**src/rtl/memory_stage.sv**
```systemverilog
// LEGv8 memory stage: EX/MEM pipeline register, branch resolution and a
// req/ack data-memory sequencer with misalignment and timeout trapping.
module memory_stage #(
  parameter int DW      = 64,
  parameter int TIMEOUT = 16
) (
  input  logic          clk,
  input  logic          reset,
  input  logic          valid_E,
  input  logic          MemRead_E,
  input  logic          MemWrite_E,
  input  logic          Branch_E,
  input  logic          RegWrite_E,
  input  logic          MemtoReg_E,
  input  logic [4:0]    Rd_E,
  input  logic [DW-1:0] PCBranch_E,
  input  logic [DW-1:0] aluResult_E,
  input  logic [DW-1:0] writeData_E,
  input  logic          zero_E,
  output logic          stall_M,
  output logic          PCSrc_M,
  output logic [DW-1:0] PCBranch_M,
  output logic [DW-1:0] aluResult_M,
  output logic [DW-1:0] readData_M,
  output logic          RegWrite_M,
  output logic          MemtoReg_M,
  output logic [4:0]    Rd_M,
  output logic          memErr_M,
  output logic          dm_req,
  output logic          dm_we,
  output logic [DW-1:0] dm_addr,
  output logic [DW-1:0] dm_wdata,
  input  logic          dm_ack,
  input  logic [DW-1:0] dm_rdata
);

  localparam int CW = (TIMEOUT > 1) ? $clog2(TIMEOUT) : 1;
  localparam logic [CW-1:0] CNT_LAST = CW'(TIMEOUT - 1);

  typedef enum logic [1:0] {
    S_IDLE = 2'd0,
    S_REQ  = 2'd1,
    S_DONE = 2'd2,
    S_ERR  = 2'd3
  } state_t;

  state_t state_q, state_d;

  logic          valid_q,      valid_d;
  logic          mem_read_q,   mem_read_d;
  logic          mem_write_q,  mem_write_d;
  logic          branch_q,     branch_d;
  logic          reg_write_q,  reg_write_d;
  logic          mem_to_reg_q, mem_to_reg_d;
  logic [4:0]    rd_q,         rd_d;
  logic [DW-1:0] pc_branch_q,  pc_branch_d;
  logic [DW-1:0] alu_result_q, alu_result_d;
  logic [DW-1:0] write_data_q, write_data_d;
  logic          zero_q,       zero_d;
  logic [DW-1:0] read_data_q,  read_data_d;
  logic          mem_err_q,    mem_err_d;
  logic [CW-1:0] cnt_q,        cnt_d;

  logic memop;
  logic aligned;
  logic stall;
  logic req;

  assign memop   = valid_q & (mem_read_q | mem_write_q);
  assign aligned = (alu_result_q[2:0] == 3'b000);
  assign req     = (state_q == S_REQ);
  assign stall   = ((state_q == S_IDLE) & memop) | req | (state_q == S_ERR);

  // EX/MEM register: follows execute unless the stage is stalled
  always_comb begin
    valid_d      = valid_q;
    mem_read_d   = mem_read_q;
    mem_write_d  = mem_write_q;
    branch_d     = branch_q;
    reg_write_d  = reg_write_q;
    mem_to_reg_d = mem_to_reg_q;
    rd_d         = rd_q;
    pc_branch_d  = pc_branch_q;
    alu_result_d = alu_result_q;
    write_data_d = write_data_q;
    zero_d       = zero_q;
    if (!stall) begin
      valid_d      = valid_E;
      mem_read_d   = MemRead_E;
      mem_write_d  = MemWrite_E;
      branch_d     = Branch_E;
      reg_write_d  = RegWrite_E;
      mem_to_reg_d = MemtoReg_E;
      rd_d         = Rd_E;
      pc_branch_d  = PCBranch_E;
      alu_result_d = aluResult_E;
      write_data_d = writeData_E;
      zero_d       = zero_E;
    end
  end

  always_ff @(posedge clk or posedge reset) begin
    if (reset) begin
      valid_q      <= 1'b0;
      mem_read_q   <= 1'b0;
      mem_write_q  <= 1'b0;
      branch_q     <= 1'b0;
      reg_write_q  <= 1'b0;
      mem_to_reg_q <= 1'b0;
      rd_q         <= '0;
      pc_branch_q  <= '0;
      alu_result_q <= '0;
      write_data_q <= '0;
      zero_q       <= 1'b0;
    end else begin
      valid_q      <= valid_d;
      mem_read_q   <= mem_read_d;
      mem_write_q  <= mem_write_d;
      branch_q     <= branch_d;
      reg_write_q  <= reg_write_d;
      mem_to_reg_q <= mem_to_reg_d;
      rd_q         <= rd_d;
      pc_branch_q  <= pc_branch_d;
      alu_result_q <= alu_result_d;
      write_data_q <= write_data_d;
      zero_q       <= zero_d;
    end
  end

  // Access sequencer; an ack in the last allowed REQ cycle beats the timeout
  always_comb begin
    state_d     = state_q;
    cnt_d       = cnt_q;
    read_data_d = read_data_q;
    mem_err_d   = mem_err_q;
    case (state_q)
      S_IDLE: begin
        cnt_d = '0;
        if (memop) begin
          if (aligned) begin
            state_d = S_REQ;
          end else begin
            state_d   = S_ERR;
            mem_err_d = 1'b1;
          end
        end
      end
      S_REQ: begin
        if (dm_ack) begin
          state_d = S_DONE;
          cnt_d   = '0;
          if (!mem_write_q) begin
            read_data_d = dm_rdata;
          end
        end else if (cnt_q == CNT_LAST) begin
          state_d   = S_ERR;
          mem_err_d = 1'b1;
        end else begin
          cnt_d = cnt_q + 1'b1;
        end
      end
      S_DONE: begin
        cnt_d   = '0;
        state_d = S_IDLE;
      end
      S_ERR: begin
        state_d   = S_ERR;
        mem_err_d = 1'b1;
      end
      default: begin
        state_d = S_IDLE;
      end
    endcase
  end

  always_ff @(posedge clk or posedge reset) begin
    if (reset) begin
      state_q     <= S_IDLE;
      cnt_q       <= '0;
      read_data_q <= '0;
      mem_err_q   <= 1'b0;
    end else begin
      state_q     <= state_d;
      cnt_q       <= cnt_d;
      read_data_q <= read_data_d;
      mem_err_q   <= mem_err_d;
    end
  end

  assign stall_M     = stall;
  assign PCSrc_M     = valid_q & branch_q & zero_q;
  assign PCBranch_M  = pc_branch_q;
  assign aluResult_M = alu_result_q;
  assign readData_M  = read_data_q;
  assign RegWrite_M  = valid_q & reg_write_q;
  assign MemtoReg_M  = mem_to_reg_q;
  assign Rd_M        = rd_q;
  assign memErr_M    = mem_err_q;
  assign dm_req      = req;
  // a read+write instruction is issued as a write
  assign dm_we       = req & mem_write_q;
  assign dm_addr     = alu_result_q;
  assign dm_wdata    = write_data_q;

endmodule

```
**config.mk**
```make
export PLATFORM = sky130hd
export DESIGN_NAME = memory_stage
export DESIGN_NICKNAME = d
export VERILOG_FILES = /design/src/rtl/memory_stage.sv
export SDC_FILE = /design/constraint.sdc
export NUM_CORES = 1
export LEC_CHECK = 0
export CORE_AREA = 2 2 231 233
export DETAILED_ROUTE_END_ITERATION = 7
export DIE_AREA = 0 0 233 235
export GPL_ROUTABILITY_DRIVEN = 0
export MAX_ROUTING_LAYER = met4
export PLACE_DENSITY = 0.63
export SKIP_CTS_REPAIR_TIMING = 1
export SYNTH_ARGS = -nofsm -noshare
export SYNTH_HDL_FRONTEND = slang
export SYNTH_SLANG_ARGS = --single-unit
```
**constraint.sdc**
```tcl
create_clock -name clk -period 18.8 [get_ports clk]
set_input_delay 2.82 -clock clk [delete_from_list [all_inputs] [get_ports clk]]
set_output_delay 2.82 -clock clk [all_outputs]
set_load 0.02 [all_outputs]
```
; ---- Word-level counts from Yosys, hierarchy flattened
; Cells that the tools add are included.
[op_classes]
bitwise = 10
n_reduce_logical = 9
addsub = 1
muxes = 13
eq_ne = 10
[ops]
columns = cell, count
row1 = two-way mux 2 bit, 4
row2 = two-way mux 4 bit, 2
row3 = one-hot mux 2 bit (4 select lines), 1
row4 = one-hot mux 4 bit (2 select lines), 1
row5 = bitwise AND 1 bit, 6
row6 = != test 2 bit (second input constant), 3
row7 = AND reduction 5 bit, 1
row8 = adder 4 x 1 -> 4 bit (second input constant), 1
row9 = equality test 2 bit (second input constant), 2
row10 = equality test 4 bit (second input constant), 1
row11 = two-way mux 1 bit, 4
row12 = AND reduction 2 bit, 2
row13 = zero test 3 bit, 1
row14 = != test 3 x 2 -> 1 bit (second input constant), 1
row15 = != test 3 bit (second input constant), 1
row16 = OR 1 bit, 3
row17 = one-hot mux 1 bit (3 select lines), 1
row18 = AND reduction 3 bit, 1
row19 = nonzero test 3 bit, 1
row20 = equality test 2 x 1 -> 1 bit (second input constant), 1
row21 = zero test 2 bit, 1
row22 = != test 2 x 1 -> 1 bit (second input constant), 1
row23 = nonzero test 2 bit, 1
row24 = OR reduction 2 bit, 1
row25 = inverter 1 bit, 1
[totals]
wordCells = 58
out_inout_bits = 332
regBits = 275
in_bits = 271

; ---- Depth between registers and ports, before layout
; Gate-level depths: netlist (run 1).
[logic_depth]
ltp_word = 5
ltp_mapped = 7
mapped_depth_nobuf = 4

; ---- Least setup slack after synthesis (run 1)
; No wires, ideal clock.
[synth_timing]
kind = register to output
start = register mem_read_q
end = output stall_M
path_slack_ns = 14.733
stages_incl_launch_ff = 6
arrival_time_ns = 1.247
required_time_ns = 15.980
path_buffers = 2
cell_sequence = dfrtp_1 > or2_4 > a21oi_4 > inv_4 > buf_12 > buf_12
[synth_via]
elab_chain_len = 5
[synth_rtl]
columns = item, line_no
row1 = from (decl), 50  ; logic mem_read_q, mem_read_d;
row2 = from (signal assigned), 117  ; mem_read_q <= mem_read_d;
row3 = OR 1 bit, 69  ; assign memop = valid_q & (mem_read_q | mem_write_q);
row4 = bitwise AND 1 bit, 69
row5 = bitwise AND 1 bit, 72  ; assign stall = ((state_q == S_IDLE) & memop) | req | (state_q == S_ERR);
row6 = OR 1 bit (2 in a row), 72
row7 = to (decl), 20  ; output logic stall_M,
; Every way passes these cells.

; ---- Final worst setup path (run 1)
[layout_timing]
start = register mem_write_q
end = output stall_M
[layout_via]
elab_chain_len = 5
[layout_rtl]
columns = item, line_no
row1 = from (decl), 51  ; logic mem_write_q, mem_write_d;
row2 = from (signal assigned), 118  ; mem_write_q <= mem_write_d;
row3 = OR 1 bit, 69
row4 = bitwise AND 1 bit, 69
row5 = bitwise AND 1 bit, 72
row6 = OR 1 bit (2 in a row), 72
; Every way passes these cells.

==> results.ini, run 1 <==
[layout]
fin_nets = 1495
finalCoreUtilization = 0.3615
area_growth_pct = 58.30
drive_gt1_frac = 0.2584

[setup_path]
worstPathRequired_ps = 15980
cp-endpoint = stall_M
rr_endpoint = dm_wdata[49]$_DFFE_PP0N_
cp-end-kind = output port
rrSetupSlack_ps = 15970
crit_type = flip-flop to output port
ff2ff_path_depth = 5
crit_start = mem_write_q$_DFFE_PP0N_
timing.rr.start = mem_write_q$_DFFE_PP0N_
crit_arrival_ps = 2910
cp-start-kind = flip-flop
path_max_fanout = 83

[worst_hold_path]
min_path_type = flip-flop to flip-flop

[global_route]
grt_pass1_vias = 7988
gr-total-overflow = 0
antenna_found_initial = 3
track_usage = 0.1201
grt_first_pass_wirelength_um = 50110
grt_start_max_net_pins = 156

[placement]
io_buffer_count = 602
dp_hpwl_um = 24530
place_ws_ps = 13640

[routing]
drt_iter0_drc = 257
antenna_left = 0
wl_per_cell_um = 17.19
wl_um = 33270
vias = 7358
post-route-drc-count = 0
via_per_inst = 3.801
drt_pass1_iterations = 4

[synthesis]
synth.ff_latch_count = 275
yosysUniqueCellTypes = 35
yosysWarningCount = 0
syn_area_um2 = 11930
ys_seq_area_frac = 0.5769
syn_inst = 680
ys_top_cells_by_area = dfrtp_1 (58%), mux2_4 (25%), mux2_2 (6.1%)
synth_area_leader_cell = dfrtp_1
synth.avg_cell_area_um2 = 17.54
synth.net_count = 952
netlist.area_leader.share = 0.5769

[sta]
rsz0062_at_grt = false
finalWorstSetupSlack_ps = 13070
finalCritPeriodShare = 0.3045
finalSetupViolCount = 0
fin_skew_ps = 9.897
period_needed_ps = 5725
fmax_mhz = 174.7
tightestPinTransition_ps = 1156
final.setup.tns_ps = 0
slew_viol_final = 0
slew_headroom = 0.2292
hold_viol_final = 0

[flow_run]
cap_violations = 0

[die]
die-area_um2 = 54760
start_util = 0.2284
core_um2 = 52240
rows = 84
dieWidth_um = 233
chipHeight_um = 235
io_pins = 603

[power]
p_leak_nw = 8.622
cellPowerDensity_nw_per_um2 = 75.76
peakVddDrop_uv = 57.73

[cts]
cts.sinks = 275
cts_buffers = 31
cts_buffer_depth = 3
cts_tree = built
cts-htree-levels = 1
clock-root-buffer = clkbuf_16
clk_latency_ps = 560
clk_pin_slew_ps = 60

[status]
status = completed

-- power by group --
group | switching, mW | internal, mW
clock | 0.239 | 0.359
sequential | 0.0164 | 0.614
combinational | 0.0778 | 0.125
total | 0.333 | 1.10
-- critical path: stages, from the launching register on --
cell and delay, ps:
dfrtp_1 410, or2_4 260, a21oi_4 350, clkinv_8 500, clkdlybuf4s50_1 730
-- layout make-up --
type                            count  area [um2]
Fill cell                        5026       33350
Sequential cell                   275        6882
Timing Repair Buffer              606        6068
Multi-Input combinational cell    305        4020
Clock buffer                       52       964.7
Tap cell                          688       860.8
Clock inverter                      4       47.55
Inverter                            4       35.03
Antenna cell                        2       5.005
-- per-stage QoR --
step           cells  hold slack, ps  area (um2)  power, mW
6_report        1936           457.4       18880      1.431
5_1_grt         1936           477.7       18880      1.496
4_1_cts         1934           467.8       18880      1.460
3_5_place_dp    1878           457.4       17870     0.8458
3_3_place_gp    1878           448.3       17870     0.8453
2_1_floorplan    680           472.7       11930     0.7249
-- synthesized netlist by cell type (all sizes together) --
library cell  count
dfrtp           275
mux2            267
buf              95
nand2             6
inv               4
a21oi             3
a31oi             3
and3              3
a2bb2oi           2
and2              2
nand3b            2
nor2              2
nor2b             2
o31ai             2
a211oi            1
a21o              1
a22oi             1
and3b             1
clkbuf            1
ha                1
nand4b            1
nor3              1
o21bai            1
or2               1
or4               1
or4b              1
-- logic make-up after synthesis --
group / Yosys count / share of synthesized area
multiplexers: 267 / 0.3143
buffers and inverters: 100 / 0.08611
flip-flops: 275 / 0.5769
adder cells (fa/ha/maj): 1 / 0.001049
AND/OR/NAND/NOR: 23 / 0.01259
AO/OA/AOI/OAI: 14 / 0.009022
-- state kept, by name, summed over array words and instances, names as in the netlist --
name         flops
MemtoReg_M       1
PCBranch_M      64
Rd_M             5
aluResult_M     64
branch_q         1
cnt_q            4
dm_wdata        64
memErr_M         1
mem_read_q       1
mem_write_q      1
readData_M      64
reg_write_q      1
state_q          2
valid_q          1
zero_q           1
-- cell usage in the layout, fill, tap and decap left out, types with 2 or more instances in the layout --
| cell | Yosys | routed |
|---|---|---|
| clkbuf_8 | 0 | 11 |
| nand3b_1 | 2 | 2 |
| mux2_4 | 198 | 198 |
| mux2_1 | 4 | 4 |
| and3_1 | 3 | 3 |
| a2bb2oi_1 | 2 | 2 |
| buf_4 | 65 | 3 |
| clkbuf_1 | 1 | 10 |
| inv_1 | 3 | 2 |
| clkdlybuf4s50_1 | 0 | 602 |
| mux2_2 | 65 | 65 |
| a21oi_1 | 2 | 2 |
| clkbuf_16 | 0 | 31 |
| o31ai_1 | 2 | 2 |
| dfrtp_1 | 275 | 275 |
| diode_2 | 0 | 2 |
| nor2_1 | 2 | 2 |
| nand2_1 | 6 | 6 |
| clkinv_2 | 0 | 2 |
| a31oi_1 | 3 | 3 |
-- routing by layer --
metal  global-route usage  vias up  wire length, um
li1                     -     3389                -
met1               0.1477     3612            13810
met2               0.1975      303            16230
met3              0.02488       54             2409
met4              0.03648        0              826
met5                    -        -                0
-- worst min-delay path by stage --
| stage | start | to | slack, ps | cells after the start |
|---|---|---|---|---|
| final | memErr_M$_DFFE_PP0P_ | memErr_M$_DFFE_PP0P_ | 460 | 1 |
| after global routing | memErr_M$_DFFE_PP0P_ | memErr_M$_DFFE_PP0P_ | 480 | 1 |
| after CTS | memErr_M$_DFFE_PP0P_ | memErr_M$_DFFE_PP0P_ | 470 | 1 |
| after detailed placement | memErr_M$_DFFE_PP0P_ | memErr_M$_DFFE_PP0P_ | 460 | 1 |
| after global placement | memErr_M$_DFFE_PP0P_ | memErr_M$_DFFE_PP0P_ | 450 | 1 |
| after floorplan | branch_q$_DFFE_PP0N_ | branch_q$_DFFE_PP0N_ | 470 | 1 |
Power figures use the tool's default switching activity.
==> run 2: changes to the inputs <==
--- a/config.mk
+++ b/config.mk
@@ -5,12 +5,12 @@
 export SDC_FILE = /design/constraint.sdc
 export NUM_CORES = 1
 export LEC_CHECK = 0
-export CORE_AREA = 2 2 231 233
+export CORE_AREA = 2 2 238 240
 export DETAILED_ROUTE_END_ITERATION = 7
-export DIE_AREA = 0 0 233 235
+export DIE_AREA = 0 0 240 242
 export GPL_ROUTABILITY_DRIVEN = 0
 export MAX_ROUTING_LAYER = met4
-export PLACE_DENSITY = 0.63
+export PLACE_DENSITY = 0.62
 export SKIP_CTS_REPAIR_TIMING = 1
 export SYNTH_ARGS = -nofsm -noshare
 export SYNTH_HDL_FRONTEND = slang
==> constraint.sdc (replaced) <==
create_clock -name clk -period 4.8 [get_ports clk]
set_input_delay 0.72 -clock clk [delete_from_list [all_inputs] [get_ports clk]]
set_output_delay 0.72 -clock clk [all_outputs]
set_load 0.02 [all_outputs]
==> results.ini, run 2 (synthesis results as in run 1) <==
[setup_path]
timing.rr.start = state_q[1]$_DFFE_PP0P_
path_buf_inv = 2  ; unchanged
path_max_fanout = 74  ; -11%
crit_type = flip-flop to output port
crit_family = buffers and inverters
crit_start = state_q[1]$_DFFE_PP0P_
worstPathRequired_ps = 4080  ; -11900 ps
crit_arrival_ps = 2850  ; -60 ps
max_stage_delay_ps = 720  ; about the same
cp-end-kind = output port
slowest_stage = clkdlybuf4s50_1
path_cells = nor2b_2 > a21oi_4 > clkinv_8 > clkdlybuf4s50_1
cp-start-kind = flip-flop

[layout]
final_common_cell = clkdlybuf4s50_1
fin_area_um2 = 18990  ; +0.58%
mostFrequentLayoutCells = clkdlybuf4s50_1 (602), dfrtp_1 (275), mux2_4 (198)
instances_no_fill = 2007  ; +3.7%
drive_gt1_frac = 0.2624  ; +0.003973
finalCoreUtilization = 0.3408  ; -0.02071
fin_nets = 1499  ; +0.27%
area_growth_pct = 59.22

[global_route]
grt_pass1_vias = 8145  ; +2.0%
track_usage = 0.1156  ; -0.004544
grt_start_max_net_pins = 100  ; -36%
gr-total-overflow = 0  ; unchanged
antenna_found_initial = 1  ; -2
grt_first_pass_wirelength_um = 50560  ; +0.90%

[die]
core_um2 = 55730  ; +6.7%
chipHeight_um = 242  ; +3.0%
dieWidth_um = 240  ; +3.0%
io_pins = 603  ; unchanged
rows = 87  ; +3.6%
die-area_um2 = 58080  ; +6.1%
start_util = 0.2140  ; -0.01433

[flow_run]
cap_violations = 0  ; unchanged

[cts]
clk_pin_slew_ps = 60  ; about the same
cts-htree-levels = 1  ; unchanged
clk_latency_ps = 570  ; about the same
cts_tree = built
clock-root-buffer = clkbuf_16
cts_buffers = 30  ; -3.2%
cts_buffer_depth = 3  ; unchanged
cts.sinks = 275  ; unchanged

[placement]
placed_area_um2 = 18010  ; +0.81%
place_ws_ps = 1696  ; -11940 ps
dp_hpwl_um = 25480  ; +3.9%
dp_cells = 1951  ; +3.9%
io_buffer_count = 602  ; unchanged

[power]
p_leak_nw = 8.647  ; +0.29%
peakVddDrop_uv = 239.7  ; +320%
cellPowerDensity_nw_per_um2 = 293.3  ; +290%
total_power_mw = 5.571  ; +290%

[routing]
drt_pass1_iterations = 4  ; unchanged
drt_iter0_drc = 194  ; -25%
wl_per_cell_um = 17.19  ; about the same
antenna_left = 0  ; unchanged
post-route-drc-count = 0  ; unchanged
vias = 7461  ; +1.4%
wl_um = 34490  ; +3.7%
via_per_inst = 3.717  ; -2.2%

[sta]
finalSetupViolCount = 0  ; unchanged
holdWs_ps = 485.4  ; +27.94 ps
slew_headroom = 0.3853  ; +0.1561
hold_viol_final = 0  ; unchanged
finalCritPeriodShare = 0.7432
finalWorstSetupSlack_ps = 1233  ; -11840 ps
rsz0062_at_grt = false
fmax_mhz = 280.3
period_needed_ps = 3567
fin_skew_ps = 8.695  ; -1.202 ps
final.setup.tns_ps = 0  ; unchanged
tightestPinTransition_ps = 915.0  ; -241.2 ps
slew_viol_final = 0  ; unchanged

[status]
status = completed

[worst_hold_path]
min_path_type = flip-flop to flip-flop
min_from = readData_M[54]$_DFFE_PP0P_

==> run 2: changes by cell type in the layout (fill, tap and decap cells not counted), sizes merged <==
cell    change
clkinv      +5
buf         +5
diode       -1
clkbuf      -5
inv         -1
==> run 2: area by class of cell <==
cell class	instances	area (um2)
Antenna cell	1	2.502
Clock buffer	47	915.9
Clock inverter	8	65.06
Fill cell	5536	36740
Inverter	4	31.28
Multi-Input combinational cell	305	4020
Sequential cell	275	6882
Tap cell	756	945.9
Timing Repair Buffer	611	6131
==> run 2: path summary, 6_finish.rpt <==
| kind | slack [ps] | endpoint | depth (start not counted) |
|---|---|---|---|
| worst max-delay path | 1230 | stall_M | 4 |
| worst min-delay path | 490 | readData_M[54]$_DFFE_PP0P_ | 1 |
| worst max register to register | 2110 | dm_wdata[61]$_DFFE_PP0N_ | 5 |
| worst min register to register | 490 | readData_M[54]$_DFFE_PP0P_ | 1 |
| max in group asynchronous | 3160 | aluResult_M[4]$_DFFE_PP0N_ | 3 |
| min in group asynchronous | 630 | PCBranch_M[36]$_DFFE_PP0N_ | 2 |
==> run 2: per-layer routing <==
layer | global-route usage | up-vias | part of all wire
li1 | - | 3395 | -
met1 | 0.1353 | 3702 | 0.40
met2 | 0.1979 | 311 | 0.51
met3 | 0.02461 | 53 | 0.066
met4 | 0.03434 | 0 | 0.023
met5 | - | - | 0
==> run 2: power by group <==
part,switching [mW],total (mW),internal (mW)
logic,0.307,0.799,0.492
registers,0.0670,2.47,2.40
clock network,0.949,2.30,1.35
total,1.32,5.57,4.25
==> run 2: worst reg2reg max path, delay by kind of cell, from the launching register on <==
family / cells / cell delay (ps)
compound gates: 1 / 340
buf+inv: 2 / 1030
simple gates: 1 / 110
mux: 1 / 520
flops: 1 / 560
